==> config.mk <==
export PLATFORM = sky130hd
export DESIGN_NAME = sfifo_pack_flat
export DESIGN_NICKNAME = d
export VERILOG_FILES = /design/src/rtl/sfifo_pack_pkg.sv /design/src/rtl/sfifo_pack_if.sv /design/src/rtl/sfifo_pack_ram.sv /design/src/rtl/sfifo_pack.sv /design/src/flat_wrapper.sv
export SDC_FILE = /design/constraint.sdc
export NUM_CORES = 1
export LEC_CHECK = 0
export CAP_MARGIN = 20
export CORE_MARGIN = 2
export CORE_UTILIZATION = 55
export CTS_CLUSTER_DIAMETER = 40
export DETAILED_ROUTE_END_ITERATION = 10
export GPL_TIMING_DRIVEN = 0
export PLACE_DENSITY = 0.86
export SLEW_MARGIN = 20
export SYNTH_ARGS = -nofsm -noshare
export SYNTH_HDL_FRONTEND = slang
export SYNTH_HIERARCHICAL = 1
export SYNTH_SLANG_ARGS = --single-unit
==> constraint.sdc <==
create_clock -name clk -period 4.6 [get_ports clk]
set_input_delay 1.15 -clock clk [delete_from_list [all_inputs] [get_ports clk]]
set_output_delay 1.15 -clock clk [all_outputs]
set_load 0.03 [all_outputs]
==> src/rtl/sfifo_pack_pkg.sv <==
// Shared sizing helpers and slot mapping for the packing FIFO.
package sfifo_pack_pkg;

   // Ceiling log2, usable in parameter and localparam expressions.
   function automatic int unsigned clog2_f(input int unsigned n);
      int unsigned r;
      int unsigned v;
      r = 0;
      v = 1;
      for (int i = 0; i < 32; i++) begin
         if (v < n) begin
            v = v << 1;
            r = r + 1;
         end
      end
      return r;
   endfunction

   // Number of entries for a given address width.
   function automatic int unsigned depth_f(input int unsigned aw);
      return 32'd1 << aw;
   endfunction

   // Slot in the pack register receiving the pcnt-th word of an entry.
   function automatic int unsigned slot_idx(input int unsigned pcnt,
                                            input int unsigned ratio,
                                            input bit          msb_first);
      return msb_first ? (ratio - 1 - pcnt) : pcnt;
   endfunction

endpackage

==> src/rtl/sfifo_pack_if.sv <==
// Producer/consumer bundle of the packing FIFO.
interface sfifo_pack_if
   import sfifo_pack_pkg::*;
#(
   parameter int unsigned DW    = 8,
   parameter int unsigned RATIO = 4,
   parameter int unsigned AW    = 4
);
   localparam int unsigned CW = clog2_f(RATIO) + 1;

   logic                flush;
   logic                wren;
   logic [DW-1:0]       wdata;
   logic                wlast;
   logic                wfull;
   logic                rden;
   logic [DW*RATIO-1:0] rdata;
   logic [CW-1:0]       rnwords;
   logic                rdready;
   logic                rempty;
   logic [AW:0]         level;
   logic                almost_full;
   logic                almost_empty;
   logic                ovf;
   logic                udf;

   modport master (
      output flush, wren, wdata, wlast, rden,
      input  wfull, rdata, rnwords, rdready, rempty, level,
             almost_full, almost_empty, ovf, udf
   );

   modport slave (
      input  flush, wren, wdata, wlast, rden,
      output wfull, rdata, rnwords, rdready, rempty, level,
             almost_full, almost_empty, ovf, udf
   );

endinterface

==> src/rtl/sfifo_pack_ram.sv <==
// Simple dual-port entry store with a registered, clearable read port.
module sfifo_pack_ram
   import sfifo_pack_pkg::*;
#(
   parameter int unsigned AW = 4,
   parameter int unsigned EW = 35
) (
   input  logic          clk,
   input  logic          rstn,
   input  logic          clr,
   input  logic          we,
   input  logic [AW-1:0] waddr,
   input  logic [EW-1:0] wdata,
   input  logic          re,
   input  logic [AW-1:0] raddr,
   output logic [EW-1:0] rdata
);
   localparam int unsigned DEPTH = depth_f(AW);

   logic [EW-1:0] mem [DEPTH];

   // Write port: storage array carries no reset.
   always_ff @(posedge clk) begin
      if (we) mem[waddr] <= wdata;
   end

   // Read port: output register holds until the next accepted read.
   always_ff @(posedge clk or negedge rstn) begin
      if (!rstn)    rdata <= '0;
      else if (clr) rdata <= '0;
      else if (re)  rdata <= mem[raddr];
   end

endmodule

==> src/rtl/sfifo_pack.sv <==
// Narrow-to-wide packing FIFO with partial push, level and sticky error flags.
module sfifo_pack
   import sfifo_pack_pkg::*;
#(
   parameter int unsigned DW        = 8,
   parameter int unsigned RATIO     = 4,
   parameter int unsigned AW        = 4,
   parameter int unsigned MSB_FIRST = 0,
   parameter int unsigned AF_LVL    = 2**AW - 2,
   parameter int unsigned AE_LVL    = 1
) (
   input logic         clk,
   input logic         rstn,
   sfifo_pack_if.slave bus
);
   localparam int unsigned DEPTH = depth_f(AW);
   localparam int unsigned PW    = clog2_f(RATIO);
   localparam int unsigned CW    = PW + 1;
   localparam int unsigned WW    = DW * RATIO;
   localparam int unsigned EW    = WW + CW;
   localparam int unsigned LW    = AW + 1;

   logic [LW-1:0] wptr_q, wptr_n, rptr_q, rptr_n;
   logic [LW-1:0] level_q, level_n;
   logic [PW-1:0] pcnt_q, pcnt_n;
   logic [WW-1:0] pack_q, pack_n, pack_word;
   logic          rempty_q, afull_q, aempty_q;
   logic          rdready_q, rdready_n;
   logic          ovf_q, ovf_n, udf_q, udf_n;
   logic          wr_acc, rd_acc, push, wfull_c;
   logic [EW-1:0] ram_wdata, ram_rdata;

   // Refuse a write only when it would push into a full buffer.
   always_comb begin
      wfull_c = (level_q == LW'(DEPTH)) & ((pcnt_q == PW'(RATIO - 1)) | bus.wlast);
   end

   // Next-state for pointers, pack register and flags; flush overrides all.
   always_comb begin
      wr_acc    = bus.wren & ~wfull_c;
      rd_acc    = bus.rden & ~rempty_q;
      push      = wr_acc & ((pcnt_q == PW'(RATIO - 1)) | bus.wlast);
      pack_word = pack_q;
      for (int unsigned s = 0; s < RATIO; s++) begin
         if (s == slot_idx(32'(pcnt_q), RATIO, MSB_FIRST != 0))
            pack_word[s*DW +: DW] = bus.wdata;
      end
      pack_n    = pack_q;
      pcnt_n    = pcnt_q;
      wptr_n    = wptr_q + LW'(push);
      rptr_n    = rptr_q + LW'(rd_acc);
      ovf_n     = ovf_q | (bus.wren & wfull_c);
      udf_n     = udf_q | (bus.rden & rempty_q);
      rdready_n = rd_acc;
      if (wr_acc) begin
         if (push) begin
            pack_n = '0;
            pcnt_n = '0;
         end else begin
            pack_n = pack_word;
            pcnt_n = pcnt_q + PW'(1);
         end
      end
      if (bus.flush) begin
         pack_n    = '0;
         pcnt_n    = '0;
         wptr_n    = '0;
         rptr_n    = '0;
         ovf_n     = 1'b0;
         udf_n     = 1'b0;
         rdready_n = 1'b0;
      end
      level_n = wptr_n - rptr_n;
   end

   // State and registered status outputs.
   always_ff @(posedge clk or negedge rstn) begin
      if (!rstn) begin
         wptr_q    <= '0;
         rptr_q    <= '0;
         pcnt_q    <= '0;
         pack_q    <= '0;
         level_q   <= '0;
         rempty_q  <= 1'b1;
         afull_q   <= 1'b0;
         aempty_q  <= 1'b1;
         rdready_q <= 1'b0;
         ovf_q     <= 1'b0;
         udf_q     <= 1'b0;
      end else begin
         wptr_q    <= wptr_n;
         rptr_q    <= rptr_n;
         pcnt_q    <= pcnt_n;
         pack_q    <= pack_n;
         level_q   <= level_n;
         rempty_q  <= (level_n == '0);
         afull_q   <= (level_n >= LW'(AF_LVL));
         aempty_q  <= (level_n <= LW'(AE_LVL));
         rdready_q <= rdready_n;
         ovf_q     <= ovf_n;
         udf_q     <= udf_n;
      end
   end

   // Stored entry carries its valid word count above the data.
   always_comb begin
      ram_wdata = {CW'(pcnt_q) + CW'(1), pack_word};
   end

   sfifo_pack_ram #(
      .AW (AW),
      .EW (EW)
   ) u_ram (
      .clk   (clk),
      .rstn  (rstn),
      .clr   (bus.flush),
      .we    (push & ~bus.flush),
      .waddr (wptr_q[AW-1:0]),
      .wdata (ram_wdata),
      .re    (rd_acc & ~bus.flush),
      .raddr (rptr_q[AW-1:0]),
      .rdata (ram_rdata)
   );

   assign bus.wfull        = wfull_c;
   assign bus.rdata        = ram_rdata[WW-1:0];
   assign bus.rnwords      = ram_rdata[EW-1:WW];
   assign bus.rdready      = rdready_q;
   assign bus.rempty       = rempty_q;
   assign bus.level        = level_q;
   assign bus.almost_full  = afull_q;
   assign bus.almost_empty = aempty_q;
   assign bus.ovf          = ovf_q;
   assign bus.udf          = udf_q;

endmodule
==> src/flat_wrapper.sv <==
// flat-port wrapper written by rule: the top's interface ports become plain ports
module sfifo_pack_flat import sfifo_pack_pkg::*;
#(
   parameter int unsigned DW        = 8,
   parameter int unsigned RATIO     = 4,
   parameter int unsigned AW        = 4,
   parameter int unsigned MSB_FIRST = 0,
   parameter int unsigned AF_LVL    = 2**AW - 2,
   parameter int unsigned AE_LVL    = 1
)
  (clk, rstn, bus_flush, bus_wren, bus_wdata, bus_wlast, bus_rden, bus_wfull, bus_rdata, bus_rnwords, bus_rdready, bus_rempty, bus_level, bus_almost_full, bus_almost_empty, bus_ovf, bus_udf);
  sfifo_pack_if #(.DW(DW), .RATIO(RATIO), .AW(AW)) bus_i ();
  input logic clk;
  input logic rstn;
  input wire logic [$bits(bus_i.flush)-1:0] bus_flush;
  input wire logic [$bits(bus_i.wren)-1:0] bus_wren;
  input wire logic [$bits(bus_i.wdata)-1:0] bus_wdata;
  input wire logic [$bits(bus_i.wlast)-1:0] bus_wlast;
  input wire logic [$bits(bus_i.rden)-1:0] bus_rden;
  output wire logic [$bits(bus_i.wfull)-1:0] bus_wfull;
  output wire logic [$bits(bus_i.rdata)-1:0] bus_rdata;
  output wire logic [$bits(bus_i.rnwords)-1:0] bus_rnwords;
  output wire logic [$bits(bus_i.rdready)-1:0] bus_rdready;
  output wire logic [$bits(bus_i.rempty)-1:0] bus_rempty;
  output wire logic [$bits(bus_i.level)-1:0] bus_level;
  output wire logic [$bits(bus_i.almost_full)-1:0] bus_almost_full;
  output wire logic [$bits(bus_i.almost_empty)-1:0] bus_almost_empty;
  output wire logic [$bits(bus_i.ovf)-1:0] bus_ovf;
  output wire logic [$bits(bus_i.udf)-1:0] bus_udf;
  assign bus_i.flush = bus_flush;
  assign bus_i.wren = bus_wren;
  assign bus_i.wdata = bus_wdata;
  assign bus_i.wlast = bus_wlast;
  assign bus_i.rden = bus_rden;
  assign bus_wfull = bus_i.wfull;
  assign bus_rdata = bus_i.rdata;
  assign bus_rnwords = bus_i.rnwords;
  assign bus_rdready = bus_i.rdready;
  assign bus_rempty = bus_i.rempty;
  assign bus_level = bus_i.level;
  assign bus_almost_full = bus_i.almost_full;
  assign bus_almost_empty = bus_i.almost_empty;
  assign bus_ovf = bus_i.ovf;
  assign bus_udf = bus_i.udf;
  sfifo_pack #(.DW(DW), .RATIO(RATIO), .AW(AW), .MSB_FIRST(MSB_FIRST), .AF_LVL(AF_LVL), .AE_LVL(AE_LVL)) u_core (.clk(clk), .rstn(rstn), .bus(bus_i));
endmodule
Word-level counts from Yosys, hierarchy flattened
Memory sizes are Yosys's and may differ from the RTL's. Index checks and enable logic that the tools add are counted.

Bits in writable memories: 560. Word-level logic and storage cells: 62. Output and inout port bits: 47. Bits in registers: 90. Memories: 1. Bits of input ports: 14.

Mux-type cells: 19. Bitwise gates (word level): 14. Order comparisons: 2. Add/subtract/negate cells: 5. Equal/unequal tests: 5. Reductions and logical operators: 4.

Memories: u_core.u_ram.mem (words 16, width 35, read ports 1, clocked after Yosys merged registers in 0, write ports 1, RTL line sfifo_pack_ram.sv:20) `logic [EW-1:0] mem [DEPTH];`.

Operator list (number): $mux 32 (3); $mux 35 (2); $mux 8 (4); $add 5x1->5 (2); $mux 5 (2); $and 1x1->1 (8); $mux 2 (3); $eq 5x5->1 const B (1); $ge 5x4->1 const B (1); $le 5x1->1 const B (1); $logic_not 5->1 (1); $mux 1 (5); $sub 5x5->5 (1); $eq 2x2->1 const A (2); $reduce_bool 2->1 (2); $add 2x1->3 const B (1); $not 1->1 (3); $or 1x1->1 (3); $add 2x1->2 const B (1); $eq 1x2->1 const A (1); $eq 2x2->1 const B (1); $logic_not 2->1 (1).

Logic depth before layout (Yosys ltp)
Depth in word-level cells: 10. Mapped depth: 14. Gate-level depth less buffers: 13.

Modules after synthesis
The synthesis kept the hierarchy.

By module, submodules not included: sfifo_pack_ram (area each 22933.2 µm², instances 1, sequential area each 17692.0 µm², cells an instance 1327); sfifo_pack (area each 2702.6 µm², instances 1, sequential area each 1378.8 µm², cells an instance 211).

Worst setup path before layout
Ideal clock, no wire load.

Kind: input-to-reg. Start: input bus_wlast. End: memory u_core.u_ram.mem[0][0] (enable). Arrival: 4766 ps. Stages: 6. Path slack: -636 ps. Library setup time: 471 ps. Buffers on the path: 0. Cells stage by stage: or2_2 > nand3_1 > and3_1 > nor2b_1 > or3b_1 > nor3_1.

Longest elaborated chain between the ends: 8.

RTL lines: from (decl) (RTL line flat_wrapper.sv:18) `input wire logic [$bits(bus_i.wlast)-1:0] bus_wlast;`; $or 1x1->1 (*) (RTL line sfifo_pack.sv:35, sfifo_pack.sv:42); $and 1x1->1 (RTL line sfifo_pack.sv:35) `wfull_c = (level_q == LW'(DEPTH)) & ((pcnt_q == PW'(RATIO - 1)) | bus.wlast);`; $not 1->1 (RTL line sfifo_pack.sv:40) `wr_acc = bus.wren & ~wfull_c;`; $and 1x1->1 (RTL line sfifo_pack.sv:40); $and 1x1->1 (*) (RTL line sfifo_pack.sv:42) `push = wr_acc & ((pcnt_q == PW'(RATIO - 1)) | bus.wlast);`; $and 1x1->1 (*) (RTL line sfifo_pack.sv:117) `.we (push & ~bus.flush),`; $mux 1 (*) (RTL line sfifo_pack_ram.sv:24) `if (we) mem[waddr] <= wdata;`; $mux 1 (not written as such) (*) (RTL line sfifo_pack_ram.sv:24); to (decl) (RTL line sfifo_pack_ram.sv:20).

Mark *: on every way between the ends. The rest lies on a longest branch, timed or not.

Worst setup path after layout
Start: register u_core.pcnt_q[1]. End: output bus_wfull.

Longest elaborated chain between the ends: 3.

RTL lines: from (decl) (RTL line sfifo_pack.sv:25) `logic [PW-1:0] pcnt_q, pcnt_n;`; from (signal assigned) (RTL line sfifo_pack.sv:93) `pcnt_q <= pcnt_n;`; $eq 2x2->1 (RTL line sfifo_pack.sv:35); $or 1x1->1 (RTL line sfifo_pack.sv:35); $and 1x1->1 (RTL line sfifo_pack.sv:35); to (decl) (RTL line flat_wrapper.sv:20) `output wire logic [$bits(bus_i.wfull)-1:0] bus_wfull;`.

Every way passes these cells.

==> impl_metrics.py <==
metrics = {
    "outcome": {
        "outcome": "finished, final reports clean",
    },
    "grt": {
        "antenna_found_initial": 2,
        "grt_overflow": 0,
        "track_usage": 0.268,
        "grt_max_degree": 70,
        "grt_pass1_wl_microns": 94900,
        "grt_pass1_vias": 15670,
    },
    "cells_and_area": {
        "nNetsFinal": 1723,
        "diodes": 0,
        "synthToLayoutAreaGrowth_pct": 16.8,
        "final_area_sq_um": 29900,
        "final_common_cell": "edfxtp_1",
        "drive_above_1_share": 0.143,
        "final_cell_mix": "edfxtp_1 (560), mux2i_1 (280), nand3_1 (111)",
    },
    "floorplan": {
        "chipWidth_microns": 220,
        "initial_core_util": 0.554,
        "die_h_microns": 220,
        "row_count": 79,
        "core_area_sq_um": 46300,
        "die-area_sq_um": 48400,
        "num_io_pins": 61,
    },
    "cts": {
        "clk_pin_slew_ns": 0.06,
        "cts_hold_buf": 0,
        "cts_buffer_depth": 3,
        "h-tree-depth": 3,
        "cts_tree": "done",
        "clock-root-buffer": "clkbuf_16",
        "cts_made_buffers": 68,
        "cts_sinks": 650,
        "clock_latency_ns": 0.58,
        "postCtsSetupRepairBufs": 0,
        "cts_repair_resize_count": 0,
    },
    "worst_setup_path": {
        "cp_data_required_time_ns": 3.45,
        "reg2reg_from": "u_core/pcnt_q[0]$_DFFE_PN0P_",
        "arrival_ns": 3.23,
        "ff2ff_path_depth": 9,
        "start_kind": "flop",
        "end_kind": "primary output",
        "cp_max_fo": 17,
        "rrSetupSlack_ns": 0.32,
        "path_class": "flop to primary output",
        "reg2reg_to": "u_core/u_ram/mem[0][21]$_DFFE_PP_",
    },
    "timing": {
        "min_period_ns": 4.38,
        "slew_headroom": 0.172,
        "tightestPinTransition_ns": 1.24,
        "setup_viol": 0,
        "drv_slew": 0,
        "hold_violations": 0,
        "fmax_mhz": 228,
        "finClkSkew_ns": 0.0230,
        "rsz0062_at_grt": "false",
        "setup_slack_ns": 0.217,
        "period_share": 0.953,
    },
    "detailed_routing": {
        "drt_wl_total_microns": 63700,
        "dr.pass1.iters": 5,
        "vias": 15108,
        "viasPerCell": 6.41,
        "antenna_left": 0,
        "drt_iter0_markers": 1911,
        "avgRoutedWirePerCell_microns": 27.0,
        "drc": 0,
    },
    "synthesis": {
        "postSynthRegisterBits": 650,
        "synth_nets": 1564,
        "syn_inst": 1538,
        "yosys.cell_types.count": 42,
        "ys_warn_count": 6,
        "synth-seq-area-share": 0.744,
        "synthesis.area_sq_um": 25600,
        "syn_avg_cell_area_sq_um": 16.7,
    },
    "job": {
        "drv_cap": 0,
    },
    "power_and_ir_drop": {
        "leakage_nw": 10.3,
        "power_density_nw_per_um2": 461,
        "ir_drop_mv": 0.297,
    },
    "place": {
        "place_ws_ns": 0.0432,
        "port_buffers": 60,
        "gp_congestion": 0.786,
        "dpl.hpwl_microns": 38600,
        "dpl_cell_area_sq_um": 27800,
    },
    "worst_hold_path": {
        "hold_class": "primary input to async pin",
    },
}
==> worst max-delay path, stage by stage, from the launching register on <==
cell	delay [ns]
dfrtp_1	0.40
ha_1	0.65
buf_2	0.41
or2_2	0.21
nand3_1	0.18
inv_1	0.13
clkdlybuf4s50_1	0.67
==> worst max path at each step <==
| stage | start | to | slack [ns] | cells after the start |
|---|---|---|---|---|
| CTS | u_core/pcnt_q[0]$_DFFE_PN0P_ | bus_wfull | 0.23 | 6 |
| detailed placement | bus_wlast | u_core/u_ram/mem[0][14]$_DFFE_PP_ | 0.04 | 8 |
| finish | u_core/pcnt_q[1]$_DFFE_PN0P_ | bus_wfull | 0.22 | 6 |
| floorplan | bus_wlast | u_core/u_ram/mem[1][0]$_DFFE_PP_ | 0.32 | 6 |
| global route | u_core/pcnt_q[1]$_DFFE_PN0P_ | bus_wfull | 0.15 | 6 |
| global placement | bus_wlast | u_core/u_ram/mem[5][21]$_DFFE_PP_ | -1.77 | 7 |
==> state kept, by name, indices dropped and copies added (netlist names), 2 cells and up <==
signal,count
u_core/pcnt_q,2
u_core/u_ram/mem,560
u_core/wptr_q,5
u_core/u_ram/rdata,35
u_core/bus.level,5
u_core/rptr_q,5
u_core/pack_q,32
==> per-stage QoR <==
step / setup TNS (ns) / std cells / total power [mW] / utilization / hold slack [ns]
3_5_place_dp: 0 / 2234 / 8.53 / 0.600 / 0.473
4_1_cts: 0 / 2357 / 13.8 / 0.647 / 0.422
6_report: 0 / 2357 / 13.8 / 0.647 / 0.437
3_3_place_gp: -962.05 / 2205 / 8.46 / 0.584 / 0.467
2_1_floorplan: 0 / 1538 / 7.93 / - / 0.462
5_1_grt: 0 / 2357 / 14.2 / 0.647 / 0.442
==> logic make-up after synthesis <==
| logic type | after synthesis | share of synthesized area |
|---|---|---|
| simple gates | 274 | 0.0500 |
| xor+xnor | 10 | 0.00400 |
| compound gates | 183 | 0.0522 |
| fa+ha+maj | 12 | 0.00586 |
| mux | 312 | 0.123 |
| buf+inv | 97 | 0.0206 |
| flops | 650 | 0.744 |
==> Yosys cell counts, drive strengths merged <==
master,instances,area share
nor4b,1,0.00059
dfrtp,88,0.086
a32o,33,0.013
nor4,2,0.00073
nand2b,5,0.0012
edfxtp,560,0.66
nor2b,8,0.0022
mux2i,280,0.11
o21bai,1,0.00029
buf,46,0.013
ha,12,0.0059
nand3,112,0.022
inv,9,0.0013
xnor2,3,0.0010
o21ai,1,0.00020
o22ai,1,0.00024
dfstp,2,0.0020
mux2,32,0.014
a31o,1,0.00034
nand3b,3,0.00088
clkbuf,42,0.0061
xnor3,1,0.00093
or3b,2,0.00068
nor2,24,0.0039
a21oi,75,0.017
nand2,109,0.016
o21a,1,0.00029
or2,2,0.00049
xor2,6,0.0020
and2,1,0.00024
a22oi,70,0.020
nor3,4,0.00078
and3,1,0.00024
==> routing by layer <==
metal | global-route usage | wire length, microns
met1 | 0.338 | 23100
met2 | 0.446 | 31700
met3 | 0.0496 | 6050
met4 | 0.136 | 2790
met5 | 0 | 31
==> final cells by class <==
cell class                 count  area, sq um
sequential                   650        19100
fill                        2856        16300
multi-input combinational    791         6170
clock buffer                  97         1910
timing repair buffer          89         1240
tap                          607          759
buffer                        88          495
clock inverter                26          259
inverter                       9         33.8
==> power breakdown <==
| group | switching, mW | internal [mW] | leakage, nW |
|---|---|---|---|
| combinational | 1.18 | 0.724 | 3.01 |
| sequential | 0.0693 | 6.50 | 6.22 |
| clock | 2.19 | 3.14 | 1.04 |
Note: power is estimated with default switching activity, not from simulation.
